[src/rtl/pipe_hazard_ctrl.sv]
// rtl/pipe_hazard_ctrl.sv - scoreboard hazard, stall, flush and halt-drain controller
// Optional macro FWD_EN: use ALU_BUB/LD_BUB bubble counts (forwarding core); otherwise DEPTH-3.
module pipe_hazard_ctrl #(
   parameter int NREG    = 16,
   parameter int RW      = 4,
   parameter int DEPTH   = 5,
   parameter int ALU_BUB = 0,
   parameter int LD_BUB  = 1,
   parameter bit R0_ZERO = 1'b1,
   parameter int SCW     = 16
) (
   input  logic           clk,
   input  logic           rst,
   input  logic           id_valid,
   input  logic [RW-1:0]  id_rs,
   input  logic           id_rs_en,
   input  logic [RW-1:0]  id_rt,
   input  logic           id_rt_en,
   input  logic [RW-1:0]  id_rd,
   input  logic           id_wr_en,
   input  logic           id_is_load,
   input  logic           id_halt,
   input  logic           br_taken,
   input  logic           mem_busy,
   output logic           pipe_en,
   output logic           pc_wen,
   output logic           if_id_wen,
   output logic           if_id_flush,
   output logic           id_ex_bubble,
   output logic           hlt,
   output logic [SCW-1:0] stall_cnt
);

   localparam int CW = (DEPTH > 1) ? $clog2(DEPTH) : 1;

`ifdef FWD_EN
   localparam bit FWD = 1'b1;
`else
   localparam bit FWD = 1'b0;
`endif

   // Without forwarding a reader must wait until the writer has passed WB.
   localparam logic [CW-1:0] ALU_LOAD   = CW'(FWD ? ALU_BUB : DEPTH - 3);
   localparam logic [CW-1:0] LD_LOAD    = CW'(FWD ? LD_BUB : DEPTH - 3);
   localparam logic [CW-1:0] DRAIN_INIT = CW'(DEPTH - 2);

   typedef enum logic [1:0] {
      S_RUN,
      S_DRAIN,
      S_HALTED
   } state_t;

   state_t        state;
   state_t        state_nx;
   logic [CW-1:0] drain_cnt;
   logic [CW-1:0] drain_nx;
   logic [CW-1:0] sb [NREG];
   logic          rs_pend;
   logic          rt_pend;
   logic          haz;
   logic          issue;
   logic          sb_wr;

   assign rs_pend = id_rs_en && (sb[id_rs] != '0);
   assign rt_pend = id_rt_en && (sb[id_rt] != '0);
   assign haz     = id_valid && (rs_pend || rt_pend);
   assign issue   = id_valid && !haz && !mem_busy && (state == S_RUN);
   assign sb_wr   = issue && id_wr_en && !(R0_ZERO && (id_rd == '0));

   // The newest writer overwrites any older pending count for its register.
   always_ff @(posedge clk or negedge rst) begin
      if (!rst) begin
         for (int i = 0; i < NREG; i++) sb[i] <= '0;
      end else if (!mem_busy) begin
         for (int i = 0; i < NREG; i++) begin
            if (sb_wr && (id_rd == RW'(i)))
               sb[i] <= id_is_load ? LD_LOAD : ALU_LOAD;
            else if (sb[i] != '0)
               sb[i] <= sb[i] - 1'b1;
         end
      end
   end

   always_ff @(posedge clk or negedge rst) begin
      if (!rst) begin
         state     <= S_RUN;
         drain_cnt <= '0;
      end else begin
         state     <= state_nx;
         drain_cnt <= drain_nx;
      end
   end

   always_comb begin
      state_nx     = state;
      drain_nx     = drain_cnt;
      pipe_en      = 1'b1;
      pc_wen       = 1'b1;
      if_id_wen    = 1'b1;
      if_id_flush  = 1'b0;
      id_ex_bubble = 1'b0;
      hlt          = (state == S_HALTED);

      case (state)
         S_RUN: begin
            if (issue && id_halt) begin
               state_nx = S_DRAIN;
               drain_nx = DRAIN_INIT;
            end
         end
         S_DRAIN: begin
            if (!mem_busy) begin
               drain_nx = drain_cnt - 1'b1;
               if (drain_cnt == CW'(1)) state_nx = S_HALTED;
            end
         end
         S_HALTED: begin
         end
         default: state_nx = S_RUN;
      endcase

      // mem_busy freezes everything; a held br_taken is honoured after release.
      if (mem_busy) begin
         pipe_en   = 1'b0;
         pc_wen    = 1'b0;
         if_id_wen = 1'b0;
      end else if (state != S_RUN) begin
         pc_wen       = 1'b0;
         if_id_wen    = 1'b0;
         id_ex_bubble = 1'b1;
      end else if (haz) begin
         pc_wen       = 1'b0;
         if_id_wen    = 1'b0;
         id_ex_bubble = 1'b1;
      end else if (br_taken && !(id_valid && id_halt)) begin
         if_id_flush = 1'b1;
      end
   end

   always_ff @(posedge clk or negedge rst) begin
      if (!rst)
         stall_cnt <= '0;
      else if ((state == S_RUN) && haz && !mem_busy && (stall_cnt != '1))
         stall_cnt <= stall_cnt + 1'b1;
   end

endmodule

[config.mk]
export PLATFORM = sky130hd
export DESIGN_NAME = pipe_hazard_ctrl
export DESIGN_NICKNAME = d
export VERILOG_FILES = /design/src/rtl/pipe_hazard_ctrl.sv
export SDC_FILE = /design/constraint.sdc
export NUM_CORES = 1
export LEC_CHECK = 0
export CAP_MARGIN = 20
export CORE_UTILIZATION = 57
export CTS_CLUSTER_SIZE = 8
export DETAILED_ROUTE_END_ITERATION = 8
export PLACE_DENSITY_LB_ADDON = 0.25
export REMOVE_ABC_BUFFERS = 1
export SYNTH_ARGS = -nofsm -noshare
export SYNTH_HDL_FRONTEND = slang
export SYNTH_SLANG_ARGS = --single-unit
[constraint.sdc]
create_clock -name clk -period 4 [get_ports clk]
set_clock_uncertainty 0.2 [all_clocks]
set_input_delay 0.8 -clock clk [delete_from_list [all_inputs] [get_ports clk]]
set_output_delay 0.8 -clock clk [all_outputs]
set_load 0.05 [all_outputs]
# == Word level (Yosys, flattened, before mapping) ==
# Index checks and enable logic that the tools add are counted.
# totals
ff_bits,69
input_bits,22
out_inout_bits,22
wordCells,212
# classes
addsub,18
order_cmp,2
n_eq_ne,22
muxes,56
bitwise_logic,4
n_reduce_logical,91
# ops
op,count
$mux W3,38
$reduce_bool A3 Y1,18
$sub A3 B1 Y3 const B,17
$reduce_bool A2 Y1,18
$eq A4 B4 Y1 const B,8
$reduce_and A2 Y1,16
$logic_and A1 B1 Y1,30
$bmux W3 S4,2
$add A16 B1 Y16 const B,1
$eq A4 B3 Y1 const B,4
$ne A16 B16 Y1 const B,1
$mux W1,11
$ge A5 B5 Y1 const B,2
$not A4 Y5,2
$eq A4 B2 Y1 const B,2
$mux W2,3
$ne A2 B2 Y1 const B,3
$pmux W2 S3,1
$pmux W3 S2,1
$eq A4 B1 Y1 const B,1
$logic_not A1 Y1,4
$logic_not A4 Y1,1
$reduce_and A4 Y1,1
$eq A3 B1 Y1 const B,1
other kinds (6),7

# == Logic depth before layout (Yosys ltp) ==
# depth
word_depth,17
depth_mapped,10
mapped_depth_nobuf,7

# == Worst setup path before layout ==
# OpenSTA, ideal clock, no wires.
# synth_timing
path_type,in2out
start,in id_rs[0]
end,out pc_wen
arrival_ps,3963
required_time_ps,3000
path_slack_ps,-963
stages,8
n_path_buf,3
path_cell_list,mux4_2 -> a2111oi_2 -> nor3_1 -> or3_1 -> buf_2 -> buf_2 -> a21boi_0 -> buf_4
# synth_between
elab_chain_cells,11
# synth_rtl
element,line_no,text
"start, declared",15,"input logic [RW-1:0] id_rs,"
$not A4 Y5 (not written as such),64,assign rs_pend = id_rs_en && (sb[id_rs] != '0);
$bmux W3 S4,64,
$mux W3 (not written as such) (2 in series),64,
$reduce_bool A3 Y1,64,
$logic_and A1 B1 Y1,64,
$logic_or A1 B1 Y1,66,assign haz = id_valid && (rs_pend || rt_pend);
$logic_and A1 B1 Y1,66,
$mux W1 (3 in series),n/a,
"end, declared",26,"output logic pc_wen,"
# No other way between the ends. The select of a mux whose other input is x is not followed.

# == Worst setup path after layout ==
# layout_timing
start,in id_rs[0]
end,out if_id_flush
# layout_between
elab_chain_cells,11
# layout_rtl
element,line_no,text
$not A4 Y5 (not written as such),64,
$bmux W3 S4,64,
$mux W3 (not written as such) (2 in series),64,
$reduce_bool A3 Y1,64,
$logic_and A1 B1 Y1,64,
$logic_or A1 B1 Y1,66,
$logic_and A1 B1 Y1,66,
$mux W1,131,end else if (haz) begin
$mux W1,127,end else if (state != S_RUN) begin
$mux W1,123,if (mem_busy) begin
"end, declared",28,"output logic if_id_flush,"
# No other way between the ends. The select of a mux whose other input is x is not followed.

==> summary.txt <==
Timing
  • Worst slew pin tran: approximately 650 ps
  • Min Tclk post-route: 3860 ps
  • Final-report hold violation count: 0
  • Max_slew headroom: between 50% and 60%
  • Post-route setup slack: ~140 ps
  • WHS: roughly 260 ps
  • Setup violations, final: 0
  • Slew Limit Fails: 0
  • Fmax: 259 MHz
  • Final Cycle Share: 96.6%

Finish
  • Commonest non-fill, non-tap cell in the layout: dfrtp_1
  • Share of cells above drive strength 1: a little under an eighth
  • Nets@finish: 607
  • Final instance area: 5260 um2
  • Diodes inserted: 0
  • Synth-to-Final Area Change: 23.3%
  • Most frequent cells in the layout: dfrtp_1 (69), nand2_1 (63), inv_1 (53)
  • Filler cell count: between 500 and 600
  • Util after Layout: between 70 and 80%

Die
  • Die width: about 89 um
  • I/O pins: 44
  • Initial core utilization: between 50% and 60%
  • CORE AREA: slightly above 7000 um2
  • DIE AREA: 7840 um2
  • Die height: 88.5 um
  • Row count: 31

Run
  • Maximum Capacitance Violations: 0

Global routing
  • Vias in the first global route: around 3500
  • Largest net degree at the start of global routing: 70
  • Gr usage total: about 28%
  • Remaining Overflow, GRT: 0
  • Global-route wire length before repair: 16400 um
  • Initial antenna violation count: 0

Critical path
  • Crit-path cells: dlygate4sd2_1 -> mux4_2 -> a2111oi_4 -> nor3_2 -> or3_4 -> o21ai_0 -> and3_1 -> buf_12
  • Setup crit end kind: output pin
  • CP Max Fanout: 4
  • WP data arrival: between 2000 and 3000 ps
  • Slowest-stage cell, CP: mux4_2
  • CP startpoint kind: primary input
  • Max stage delay on crit path: 540 ps
  • CP delay by family, top: simple AND/OR/NAND/NOR gates
  • Worst EP required: roughly 3000 ps
  • Worst Path Buf+Inv: 2
  • WS Path Type: primary input to output pin

Drt
  • Initial DRC count: 274
  • DRC errors left: 0
  • ANT nets after route: 0
  • Post-Route WL: 9880 um
  • Pre-antenna DRT Iters: 4
  • DR vias: approximately 3700
  • Via-to-Cell Ratio: roughly 5.6
  • WL per Instance: 15.1 um

Yosys
  • #FFs+latches synth: a little under 70
  • Ys flop type: dfrtp_1
  • Mapped Cells: a little under 500
  • Avg Cell Area, Syn: around 8.7 um2
  • FFs w/ async S/R, synth: 100%
  • Sequential area share after synthesis: 40.5%
  • Synth warn: 0
  • Synth cell types: 47
  • Post-Syn Area: about 4300 um2
  • Number of flops mapped to enable cells by yosys: 0

Clock tree
  • Sink Count: 69
  • Max clock buf depth: 2
  • Clk root buf: clkbuf_8
  • CTS tree: built
  • Clk_lat worst skew: about 340 ps
  • Hold_buf cts: 0
  • TritonCTS buffer count: 9
  • Clk slew on worst S/H paths: around 80 ps
  • Depth of the CTS H-tree: 3

Hold path
  • Min-delay worst type: primary input to asynchronous set/reset pin

Place
  • Post-placement cell area: around 4900 um2
  • IO Port Bufs: 42
  • Post-DP HPWL: between 7000 and 8000 um
  • Place WS: -328 ps
  • Final Wtd Congestion: 0.850

Power and ir drop
  • Power Total: approximately 0.0033 W
  • Leak: approximately 2.5 nW
  • Worst vdd ir: about 0.36 mV
  • Power density over the cells: around 630 nW/um2

Run status
  • Outcome: complete, no violations
## report_power, final
part / switching [W] / internal, W / leakage (nW) / total, W
clock network: 0.000273 / 0.000304 / 0.102 / 0.000577
logic: 0.000777 / 0.000624 / 1.57 / 0.00140
registers: 0.000331 / 0.000991 / 0.815 / 0.00132
total: 0.00138 / 0.00192 / 2.49 / 0.00330
## layer usage
metal	global-route usage, %	up-vias	wire length [um]
li1	-	1812	-
met1	37.2	1747	4420
met2	42.4	107	4640
met3	6.06	20	581
met4	11.9	2	208
met5	3.90	-	39
## stage by stage
stage          cells  setup TNS [ps]
2_1_floorplan    477           -3950
3_3_place_gp     637           -1070
3_5_place_dp     637           -1210
4_1_cts          653               0
5_1_grt          654         -0.0380
6_report         654               0
## sequential cells by signal, indices dropped and copies added (netlist names)
| signal | count |
|---|---|
| stall_cnt | 16 |
| drain_cnt | 3 |
| state | 2 |
| sb | 48 |
## layout make-up
class                           count  area (um2)  share of cell area, %
Sequential cell                    69        1730                   32.8
Clock inverter                      6        61.3                   1.17
Clock buffer                       10         138                   2.62
Tap cell                           99         124                   2.35
Inverter                           54         203                   3.85
Timing Repair Buffer               62         627                   11.9
Multi-Input combinational cell    354        2380                   45.3
## cell usage after synthesis (4+ instances only)
| cell | count | area share [%] |
|---|---|---|
| dfrtp_1 | 69 | 40 |
| nand2_1 | 63 | 5.5 |
| inv_1 | 54 | 4.7 |
| ha_1 | 35 | 10 |
| nor2_1 | 35 | 3.1 |
| a21oi_1 | 32 | 3.8 |
| o21ai_0 | 31 | 3.6 |
| xnor2_1 | 29 | 6.0 |
| nor3_1 | 17 | 2.0 |
| and3_1 | 15 | 2.2 |
| nand3_1 | 13 | 1.5 |
| nor4_1 | 13 | 1.9 |
| nor2b_1 | 9 | 1.3 |
| a31oi_1 | 7 | 1.0 |
| clkbuf_1 | 7 | 0.62 |
| a211oi_1 | 5 | 0.88 |
| buf_2 | 5 | 0.59 |
| nand2b_1 | 5 | 0.73 |
| and2_1 | 4 | 0.59 |
| nand4_1 | 4 | 0.59 |
## cells by family (layout without fill, tap and decap cells)
group / after synthesis / after routing / share of synthesized area, %
compound gates: 95 / 95 / 13.4
xor+xnor: 32 / 32 / 6.57
fa+ha+maj: 35 / 35 / 10.3
buf+inv: 69 / 132 / 6.30
flops: 69 / 69 / 40.5
mux: 4 / 4 / 1.29
simple gates: 188 / 188 / 21.7
## worst reg2reg max path, cell delays in order, from the launching register on
cell and delay [ps]:
dfrtp_1 410, nor3_1 380, o21ai_0 180, a21oi_1 190, o221ai_1 170, or3_4 450
buf_4 210, nor4_4 320, a221oi_1 160
## path summary, 6_finish.rpt
| kind | slack [ps] | cells past startpoint | startpoint | endpoint |
|---|---|---|---|---|
| min in group clk | 300 | 1 | stall_cnt[15] | stall_cnt[15] |
| min | 260 | 2 | rst | sb[23] |
| max in group asynchronous | 3020 | 2 | rst | sb[14] |
| max | 140 | 8 | id_rs[0] | if_id_flush |
| min reg2reg | 300 | 1 | stall_cnt[15] | stall_cnt[15] |
| max reg2reg | 1190 | 8 | sb[12] | sb[38] |
## repair_timing
item | in CTS | in global routing
resized for setup | 13 | 15
setup endpoints to repair | 4 | 4
pin swaps | 5 | 5
hold endpoints to repair | 0 | 0
setup buffers | 0 | 1
Note: power is estimated with default switching activity, not from simulation.
